<file path="config.mk">
export PLATFORM = sky130hd
export DESIGN_NAME = lsu_pixel_unpacker
export DESIGN_NICKNAME = d
export VERILOG_FILES = /design/src/rtl/lsu_pixel_unpacker.sv
export SDC_FILE = /design/constraint.sdc
export NUM_CORES = 1
export LEC_CHECK = 0
export CAP_MARGIN = 25
export CORE_MARGIN = 8
export CORE_UTILIZATION = 54
export DETAILED_ROUTE_END_ITERATION = 8
export HOLD_SLACK_MARGIN = 0.03
export PLACE_DENSITY = 0.83
export REMOVE_ABC_BUFFERS = 1
export SLEW_MARGIN = 20
export SYNTH_ARGS = -nofsm -noshare
export SYNTH_HDL_FRONTEND = slang
export SYNTH_SLANG_ARGS = --single-unit
</file>
<file path="constraint.sdc">
create_clock -name clk -period 3.4 [get_ports clk]
set_clock_uncertainty 0.05 [all_clocks]
set_input_delay 0.34 -clock clk [delete_from_list [all_inputs] [get_ports clk]]
set_output_delay 0.34 -clock clk [all_outputs]
set_load 0.02 [all_outputs]
</file>
<file path="src/rtl/lsu_pixel_unpacker.sv">
// LSU read-side stage: fetches frame-buffer beats into a 2-entry prefetch buffer and unpacks them
// into a valid/ready pixel stream. Optional stall counter built only when UNPACK_STALL_CNT_EN is defined.
module lsu_pixel_unpacker #(
   parameter int unsigned IMAGE_DIM   = 512,
   parameter int unsigned DATA_WIDTH  = 128,
   parameter int unsigned PIXEL_WIDTH = 8
) (
   input  logic                   clk,
   input  logic                   aresetn,
   input  logic                   start,
   output logic                   busy,
   output logic                   read_enable,
   input  logic [DATA_WIDTH-1:0]  read_data,
   output logic [PIXEL_WIDTH-1:0] m_tdata,
   output logic                   m_tvalid,
   input  logic                   m_tready,
   output logic                   m_tlast,
   output logic                   m_tuser,
   output logic                   frame_done,
   output logic [31:0]            stall_cycles
);

   localparam int unsigned PIXELS_PER_BEAT = DATA_WIDTH / PIXEL_WIDTH;
   localparam int unsigned TOTAL_BEATS     = IMAGE_DIM * IMAGE_DIM / PIXELS_PER_BEAT;
   localparam int unsigned ISS_W           = $clog2(TOTAL_BEATS + 1);
   localparam int unsigned P_W             = (PIXELS_PER_BEAT > 1) ? $clog2(PIXELS_PER_BEAT) : 1;
   localparam int unsigned C_W             = (IMAGE_DIM > 1) ? $clog2(IMAGE_DIM) : 1;

   localparam logic [ISS_W-1:0] ISS_LAST = ISS_W'(TOTAL_BEATS);
   localparam logic [P_W-1:0]   P_LAST   = P_W'(PIXELS_PER_BEAT - 1);
   localparam logic [C_W-1:0]   C_LAST   = C_W'(IMAGE_DIM - 1);

   typedef enum logic [1:0] {IDLE, FETCH, DRAIN} state_t;

   state_t                  state_q, state_d;
   logic [ISS_W-1:0]        issued_q;
   logic                    inflight_q;
   logic [DATA_WIDTH-1:0]   beat_q [2];
   logic                    wr_ptr_q, rd_ptr_q;
   logic [1:0]              count_q;
   logic [P_W-1:0]          pix_q;
   logic [C_W-1:0]          col_q, row_q;

   logic                    start_acc;
   logic                    xfer;
   logic                    pop;
   logic                    final_px;
   logic [1:0]              occ;
   logic [DATA_WIDTH-1:0]   head;
   logic [PIXEL_WIDTH-1:0]  pix_sel;

   // An empty buffer with a read in flight presents the returning beat directly, so the
   // first pixel is visible the same cycle the beat arrives; the beat is still captured.
   assign head      = (count_q == 2'd0) ? read_data : beat_q[rd_ptr_q];
   assign m_tvalid  = (count_q != 2'd0) || inflight_q;
   assign xfer      = m_tvalid && m_tready;
   assign pop       = xfer && (pix_q == P_LAST);
   assign final_px  = (row_q == C_LAST) && (col_q == C_LAST);
   assign start_acc = (state_q == IDLE) && start;
   assign occ       = count_q + 2'(inflight_q);

   always_comb begin
      pix_sel = '0;
      for (int unsigned i = 0; i < PIXELS_PER_BEAT; i++) begin
         if (pix_q == P_W'(i)) pix_sel = head[i*PIXEL_WIDTH +: PIXEL_WIDTH];
      end
   end

   // State register
   always_ff @(posedge clk or negedge aresetn) begin
      if (!aresetn) state_q <= IDLE;
      else          state_q <= state_d;
   end

   // Next-state logic
   always_comb begin
      state_d = state_q;
      case (state_q)
         IDLE:    if (start) state_d = FETCH;
         FETCH:   if (issued_q == ISS_LAST) state_d = DRAIN;
         DRAIN:   if (xfer && final_px) state_d = IDLE;
         default: state_d = IDLE;
      endcase
   end

   // Output logic
   always_comb begin
      busy        = (state_q != IDLE);
      read_enable = (state_q == FETCH) && (issued_q != ISS_LAST) && (occ < 2'd2);
      frame_done  = (state_q == DRAIN) && xfer && final_px;
      m_tdata     = m_tvalid ? pix_sel : '0;
      m_tlast     = m_tvalid && (col_q == C_LAST);
      m_tuser     = m_tvalid && (row_q == '0) && (col_q == '0);
   end

   always_ff @(posedge clk or negedge aresetn) begin
      if (!aresetn) begin
         issued_q   <= '0;
         inflight_q <= 1'b0;
         beat_q[0]  <= '0;
         beat_q[1]  <= '0;
         wr_ptr_q   <= 1'b0;
         rd_ptr_q   <= 1'b0;
         count_q    <= '0;
         pix_q      <= '0;
         col_q      <= '0;
         row_q      <= '0;
      end else begin
         inflight_q <= read_enable;
         if (inflight_q) begin
            beat_q[wr_ptr_q] <= read_data;
            wr_ptr_q         <= ~wr_ptr_q;
         end
         if (pop) rd_ptr_q <= ~rd_ptr_q;
         count_q <= count_q + 2'(inflight_q) - 2'(pop);

         if (start_acc) begin
            issued_q <= '0;
            pix_q    <= '0;
            col_q    <= '0;
            row_q    <= '0;
         end else begin
            if (read_enable) issued_q <= issued_q + ISS_W'(1);
            if (xfer) begin
               pix_q <= (pix_q == P_LAST) ? '0 : pix_q + P_W'(1);
               if (col_q == C_LAST) begin
                  col_q <= '0;
                  row_q <= (row_q == C_LAST) ? '0 : row_q + C_W'(1);
               end else begin
                  col_q <= col_q + C_W'(1);
               end
            end
         end
      end
   end

`ifdef UNPACK_STALL_CNT_EN
   logic [31:0] stall_q;

   always_ff @(posedge clk or negedge aresetn) begin
      if (!aresetn)                                      stall_q <= '0;
      else if (start_acc)                                stall_q <= '0;
      else if (m_tvalid && !m_tready && (stall_q != '1)) stall_q <= stall_q + 32'd1;
   end

   assign stall_cycles = stall_q;
`else
   assign stall_cycles = '0;
`endif

endmodule
</file>
* Yosys cells after proc, flatten, opt, wreduce, memory -nomap -nowiden
Index checks and enable logic that the tools add are counted.
** Word-level totals
- Register bits :: 300
- Bits in latches :: 0
- Memory bits (writable) :: 0
- Bits in read-only memories :: 0
- Bits of input ports :: 132
- Output and inout bits :: 46
- Logic and storage cells :: 115
- Memories :: 0
** Operators by class
- $add $sub $neg :: 6
- Multipliers :: 0
- Div/mod/pow operators :: 0
- Order comparisons :: 4
- Eq/ne operators :: 24
- Shifts and indexed selects :: 0
- Multiplexer cells :: 40
- Bitwise logic cells :: 4
- Reductions and logical operators :: 26
** Operators by type and width (count)
- 2-to-1 mux 128 bit :: 5
- bitwise mux 256 bit :: 1
- 2-to-1 mux 8 bit :: 17
- demux 128 bit (select 1 bit) :: 1
- 2-to-1 mux 9 bit :: 7
- equality test 4 bit, second input constant :: 8
- 2-to-1 mux 15 bit :: 2
- adder 9 x 1 -> 9 bit, second input constant :: 2
- equality test 9 bit, second input constant :: 2
- zero test 9 bit :: 2
- equality test 4 x 3 -> 1 bit, second input constant :: 4
- adder 15 x 1 -> 15 bit, second input constant :: 1
- equality test 15 bit, second input constant :: 1
- inequality test 15 bit, second input constant :: 1
- logical AND 1 bit :: 13
- 2-to-1 mux 4 bit :: 3
- nonzero test 2 bit :: 5
- equality test 4 x 2 -> 1 bit, second input constant :: 2
- 2-to-1 mux 2 bit :: 3
- inequality test 2 bit, second input constant :: 3
- case mux 2 bit (3 select lines) :: 1
- adder 4 x 1 -> 4 bit, second input constant :: 1
- equality test 4 x 1 -> 1 bit, second input constant :: 1
- greater-or-equal comparator 2 bit, second input constant :: 2
- other kinds (13) :: 16

* Depth between registers and ports, before layout
Gate-level depths: netlist of run 1.
- Word-level depth :: 22
- Gate-level depth with buffers :: 10
- Depth with buffers taken out :: 8

* Least setup slack after synthesis of run 1
OpenSTA, ideal clock, no wires.
- Path kind :: register -> output
- Start :: register pix_q[0]
- End :: output port m_tdata[4]
- Arrival time :: 2136 ps
- Required time :: 3010 ps
- Path slack :: 874 ps
- Cell stages (with the launch flop) :: 10
- Path buffers :: 2
- Path through :: dfrtp_1 > inv_1 > ha_1 > buf_2 > nand3_1 > buf_2 > o31ai_1 > a31oi_1 > nand3_1 > o31ai_1
** On the way
- Word-level cells in the longest chain between the ends :: 18
- Elaborated cells between the ends (all ways) :: 33
- Those cells by class :: eq/ne: 15; mux: 17; reduce/logical: 1
** Ends and longest elaborated chain
- from (decl) :: line 41 : logic [P_W-1:0] pix_q;
- from (signal assigned) :: line 125 : pix_q <= (pix_q == P_LAST) ? '0 : pix_q + P_W'(1);
- zero test 4 bit :: line 65 : if (pix_q == P_W'(i)) pix_sel = head[i*PIXEL_WIDTH +: PIXEL_WIDTH];
- 2-to-1 mux 8 bit (15 in series) :: line 65
- 2-to-1 mux 8 bit (*) :: line 65
- 2-to-1 mux 8 bit (*) :: line 91 : m_tdata = m_tvalid ? pix_sel : '0;
- to (decl) :: line 14 : output logic [PIXEL_WIDTH-1:0] m_tdata,
Every way passes the cells marked *; elsewhere a longest branch is shown, timed or not.

* Final worst setup path of run 1
- Start :: register pix_q[0]
- End :: output port m_tdata[2]
The elaborated chain is that of the path after synthesis.

==> results of run 1 <==
-- Yosys cell counts, drive strengths merged, types with 5 or more instances --
master   instances  area (um^2)
a2111oi          9         85.1
a211oi          39          293
a21oi           54          274
a31oi           11         68.8
and2             8         50.1
and3             6         37.5
and4             7         61.3
buf            105          731
clkbuf          24         91.3
dfrtp          300         7510
ha              14          175
inv             17         63.8
mux2           257         2890
mux2i           98          981
nand2           82          315
nand2b           6         37.5
nand3           25          125
nand4            6         37.5
nor2            87          339
nor2b           30          188
nor3            13         70.1
nor4b            5         58.8
o2111ai          8         70.1
o211ai          11         82.6
o21ai          110          558
o221ai           7         61.3
o311ai           5         43.8
o31ai           18          155
xor2            19          166
-- timing repair --
action	in CTS	in global routing
setup buffers	9	1
hold buffers	1	0
hold endpoints to repair	84	0
gates cloned	2	0
pin swaps	5	2
resized for setup	34	22
endpoints found under the setup margin	8	8
-- power by group through the flow --
| stage | clock [mW] | combinational [mW] | sequential [mW] |
|---|---|---|---|
| CTS | 3.61 | 6.97 | 6.21 |
| floorplan | 0 | 4.93 | 5.97 |
| global placement | 0 | 6.63 | 6.09 |
| detailed placement | 0 | 6.87 | 6.24 |
| finish | 3.56 | 7.04 | 6.24 |
| global route | 3.73 | 7.59 | 6.45 |
-- cells in the final DEF (no fill, tap or decap), drive strengths merged, types with 4 or more instances in the layout --
cell           count
dfrtp            300
mux2             257
clkdlybuf4s50    136
o21ai            110
mux2i             98
nor2              87
nand2             82
buf               63
clkbuf            55
a21oi             54
a211oi            39
conb              32
nor2b             30
nand3             25
xor2              19
inv               19
o31ai             18
ha                14
nor3              13
o211ai            11
a31oi             11
a2111oi            9
o2111ai            8
and2               8
o221ai             7
and4               7
clkinv             7
nand4              6
nand2b             6
and3               6
nor4b              5
or2                5
o311ai             5
a22oi              4
a22o               4
a32o               4
xnor2              4
-- layer usage --
metal  GRT usage [%]  part of all wire [%]
met5               0                     0
met4            9.65                   3.7
met3            4.42                   6.6
met2            38.0                    48
met1            31.0                    42
-- flip-flops by register name (all words and copies together), names as in the netlist --
signal      cells
pix_q           4
row_q           9
issued_q       15
col_q           9
inflight_q      1
count_q         2
wr_ptr_q        1
beat_q        256
state_q         2
rd_ptr_q        1
-- final cells by class --
type	count	area, um^2	share of cell area, %
Sequential cell	300	7520	39.2
Tap cell	390	488	2.55
Inverter	17	63.8	0.333
Timing Repair Buffer	208	2120	11.0
Multi-Input combinational cell	1019	7900	41.2
Clock buffer	50	992	5.18
Clock inverter	10	85.1	0.444
Antenna cell	1	2.50	0.0131
-- cell families (layout without fill, tap and decap cells) --
logic type / Yosys count / in the layout / share of synthesized area, %
multiplexers: 355 / 355 / 24.1
AND/OR/NAND/NOR: 294 / 295 / 9.18
XOR/XNOR: 23 / 23 / 1.26
AO/OA/AOI/OAI: 300 / 300 / 12.0
adder cells (fa/ha/maj): 14 / 14 / 1.09
buffers and inverters: 146 / 285 / 5.52
flip-flops: 300 / 300 / 46.8
other: 1 / 33 / 0.0234
-- worst max-delay path, cell delays in order (launching register included) --
cell and delay (ns):
dfrtp_2 0.46, inv_1 0.15, ha_2 0.25, nand2_1 0.24
a211oi_1 0.34, nor2_1 0.08, o211ai_1 0.35, a32o_1 0.25
dlygate4sd2_1 0.34
-- final timing paths --
path | depth (start not counted) | end
setup reg to reg | 4 | beat_q[127]
max in group asynchronous | 3 | beat_q[196]
hold reg to reg | 1 | beat_q[150]
setup / recovery | 8 | m_tdata[2]
min in group clk | 2 | beat_q[200]
hold / removal | 2 | col_q[4]
==> run summary, run 1 <==
required time worst endpoint -> 3.01 ns
clk_lat worst skew -> 0.52 ns
grt ovf -> 0
antenna violations before repair -> 1
power share of the sequential group -> 37.0%
switching share of power -> 35.7%
Critical Path Start Type -> flop
Initial Util -> 54.4%
share of cells above drive strength 1 -> 26.6%
Initial DRC Count -> 1231
max_cap viols -> 0
clk slew on worst S/H paths -> 0.06 ns
WHS -> 0.370 ns
via count -> 12105
post-synthesis sequential area ratio -> 46.8%
drt total wl -> 42700 um
Total Routing Usage GR -> 23.6%
Rows -> 63
vias in the first global route -> 12648
synth warn -> 0
DP HPWL -> 28700 um
port bufs -> 145
WL/cell -> 21.4 um
Post-Syn Area -> 0.0160 mm^2
Mapped Cells -> 1433
clock share of power -> 21.1%
Nets -> 1726
total CTS buffers -> 34
Antenna Violating Nets Remaining -> 0
Die Height -> 188 um
Synth Flop Type -> dfrtp_1
Peak Freq -> 296 MHz
fin util -> 65.0%
Setup-failing EPs final -> 0
Final Hold Fails -> 0
Net Sw Power -> 6.02 mW
vias per cell -> 6.07
Int Pwr -> 10.8 mW
H-tree levels -> 2
core region area -> 0.0295 mm^2
DRC viols -> 0
drt pass-1 iters -> 6
setup TNS -> 0 ns
Gate power share -> 41.8%
first-pass GRT wire length -> 67900 um
Non-Filler Instances -> 1995
Max Slew Vio Count -> 0
IO Pins -> 178
Post-DP Area -> 0.0178 mm^2
die area -> 0.0355 mm^2
TritonCTS clock tree -> built
pwr dens -> 878 mW/mm^2
Worst setup EP type -> output port
final setup margin -> 0.0238 ns
post-placement worst setup slack -> 0.0513 ns
final instance area -> 0.0192 mm^2
type of the worst setup path -> reg2out
Layout area overhead -> 19.4%
Cell variety after synth -> 69
dpl cells -> 1921
Worst Tran Pin Value -> 0.736 ns
global placer's final weighted congestion -> 0.858
RSZ-0062 raised after global routing -> yes
EDFF count, synth -> 0
Max FO, Critical Path -> 8
Setup crit start -> pix_q[0]
largest net degree at the start of global routing -> 91
Pleak -> 7.81 nW
worst hold path type -> in2async
flops & latches, synth -> 300
Worst slew margin -> 50.9%
Tcrit/Tclk final -> 99.3%
Min Clock Period, post-route -> 3.38 ns
reg2reg start -> inflight_q
outcome -> finished, final reports clean
clk sinks -> 300
Root Buffer -> clkbuf_16
ys async rst share -> 100%
CTS max path bufs -> 3
total power draw -> 16.8 mW
reg2reg setup slack -> 1.22 ns
Avg Cell Area, Syn -> 11.2 um^2
VDD IR-drop max -> 438 uV
Die W -> 188 um
# fillers -> 2150
critical path arrival -> 2.99 ns
Note: power is estimated with default switching activity, not from simulation.
==> run 2: changes to the inputs <==
- SKIP_CTS_REPAIR_TIMING: unset -> 1
==> run 2 against run 1 <==
Against the previous run: the flow now finishes with violations (setup timing); register-to-register slack hardly changed; critical path depth is 2 higher; first-iteration DRC count is 7.6% lower; clock power hardly changed; global-route usage is 0.51 points lower; non-clock buffer count is 1 higher; final cell count hardly changed; largest cell class unchanged; largest power group unchanged.
==> run summary, run 2 (same netlist as run 1, synthesis figures left out) <==
antenna violations before repair -> 1
Rows -> 63
core region area -> 0.0295 mm^2
commonest non-fill, non-tap cell in the layout -> dfrtp_1
Most flops, register -> beat_q
Layout area overhead -> 19.3%
type of the worst setup path -> reg2out
capture point of the worst reg-to-reg path -> beat_q[127]
Top Registers -> beat_q: 256 flops, issued_q: 15 flops
Initial Util -> 54.4%
# fillers -> 2157
Top Layer Used -> met4
vias per cell -> 6.05
total power draw -> 16.9 mW
clk slew on worst S/H paths -> 0.06 ns
most frequent cells in the layout -> 295 x dfrtp_1, 257 x mux2_2, 136 x clkdlybuf4s50_1, 98 x mux2i_1, 88 x o21ai_0
Max FO, Critical Path -> 8
Tcrit/Tclk final -> 100%
Critical-path top delay cell -> dfrtp_2
RSZ-0062 raised after global routing -> yes
DP HPWL -> 28700 um
global placer's final weighted congestion -> 0.858
Max Slew Vio Count -> 0
Setup-failing EPs final -> 1
total CTS buffers -> 34
largest net degree at the start of global routing -> 91
Die W -> 188 um
Die Height -> 188 um
Worst Tran Pin Value -> 0.711 ns
drt pass-1 iters -> 6
Pleak -> 7.85 nW
required time worst endpoint -> 3.01 ns
DRC viols -> 0
worst-case reg-to-reg path depth -> 4
grt ovf -> 0
critical path arrival -> 3.01 ns
max_cap viols -> 0
worst hold path type -> in2async
reg2reg setup slack -> 1.22 ns
IO Pins -> 178
Min Clock Period, post-route -> 3.40 ns
max reg flops -> 256
WL met1 -> 17900 um
outcome -> complete, but fails checks
post-placement worst setup slack -> 0.0513 ns
CP Cell Sequence -> inv_1 > ha_4 > nand4b_1 > buf_4 > buf_4 > a2bb2oi_1 > o2111ai_2 > a211o_1 > o211ai_1 > buf_4
Critical Path Start Type -> flop
WL/cell -> 21.3 um
CTS max path bufs -> 3
Nets -> 1727
final setup margin -> -0.000954 ns
CP delay by family, top -> compound AO/OA/AOI/OAI gates
clk sinks -> 300
failing checks -> setup timing
via count -> 12085
H-tree levels -> 2
pwr dens -> 882 mW/mm^2
WP buf/inv -> 4
Peak Freq -> 294 MHz
Non-Filler Instances -> 1996
TritonCTS clock tree -> built
routed wl met3 -> 2700 um
Worst setup EP type -> output port
Initial DRC Count -> 1137
share of cells above drive strength 1 -> 26.2%
vias in the first global route -> 12445
Total Routing Usage GR -> 23.1%
dpl cells -> 1921
Antenna Violating Nets Remaining -> 0
Worst slew margin -> 52.6%
drt total wl -> 42400 um
met2 WL post-DR -> 20100 um
Critical Path Max Stage Delay -> 0.46 ns
setup TNS -> -0.000954 ns
port bufs -> 145
die area -> 0.0355 mm^2
VDD IR-drop max -> 438 uV
Storage cell area -> 0.00752 mm^2
reg2reg start -> inflight_q
clk_lat worst skew -> 0.52 ns
Multi-input gate area -> 0.00788 mm^2
Final Hold Fails -> 0
Crit path top cell by count -> buf_4
first-pass GRT wire length -> 66600 um
Root Buffer -> clkbuf_16
-- run 2: cell types whose count changed in the layout (fill, tap and decap cells not counted), sizes merged --
cell          before  now
bufbuf             1    0
buf               63   64
dlymetal6s2s       0    5
clkbuf            55   53
dlygate4sd2        2    0
-- run 2: worst max-delay path by stage --
stage	start	end	slack, ns	depth (start not counted)
global placement	pix_q[0]	m_tdata[7]	0.07	8
global route	pix_q[0]	m_tdata[6]	-0.03	10
detailed placement	pix_q[0]	m_tdata[4]	0.05	8
finish	pix_q[0]	m_tdata[6]	-0.001	10
floorplan	rd_ptr_q	m_tdata[4]	-2.53	6
CTS	pix_q[0]	m_tdata[4]	-0.60	8
-- run 2: layout make-up --
type / count / share of cell area [%]
diodes: 1 / 0.0131
clock buffers: 50 / 5.18
inverters: 17 / 0.333
flip-flops and latches: 300 / 39.2
well taps: 390 / 2.55
clock inverters: 10 / 0.444
multi-input cells: 1019 / 41.2
repair buffers: 209 / 11.1
-- run 2: report_power, final --
group | switching, mW | internal [mW]
Clock | 1.45 | 2.10
Sequential | 0.949 | 5.28
Combinational | 3.60 | 3.49
-- run 2: metrics by stage --
stage                     hold slack, ns  utilization, %  area [um^2]
final                              0.383            65.0        19100
after floorplan                 -0.00559               -        15300
after detailed placement           0.359            60.4        17800
after global placement             0.357            60.4        17800
after global routing               0.436            65.0        19100
after CTS                         -0.180            64.1        18900
-- run 2: layer usage --
metal | vias up | GRT usage [%]
met4 | 0 | 9.44
met3 | 112 | 3.92
li1 | 5463 | -
met1 | 6048 | 30.9
met2 | 462 | 36.9
met5 | - | 0
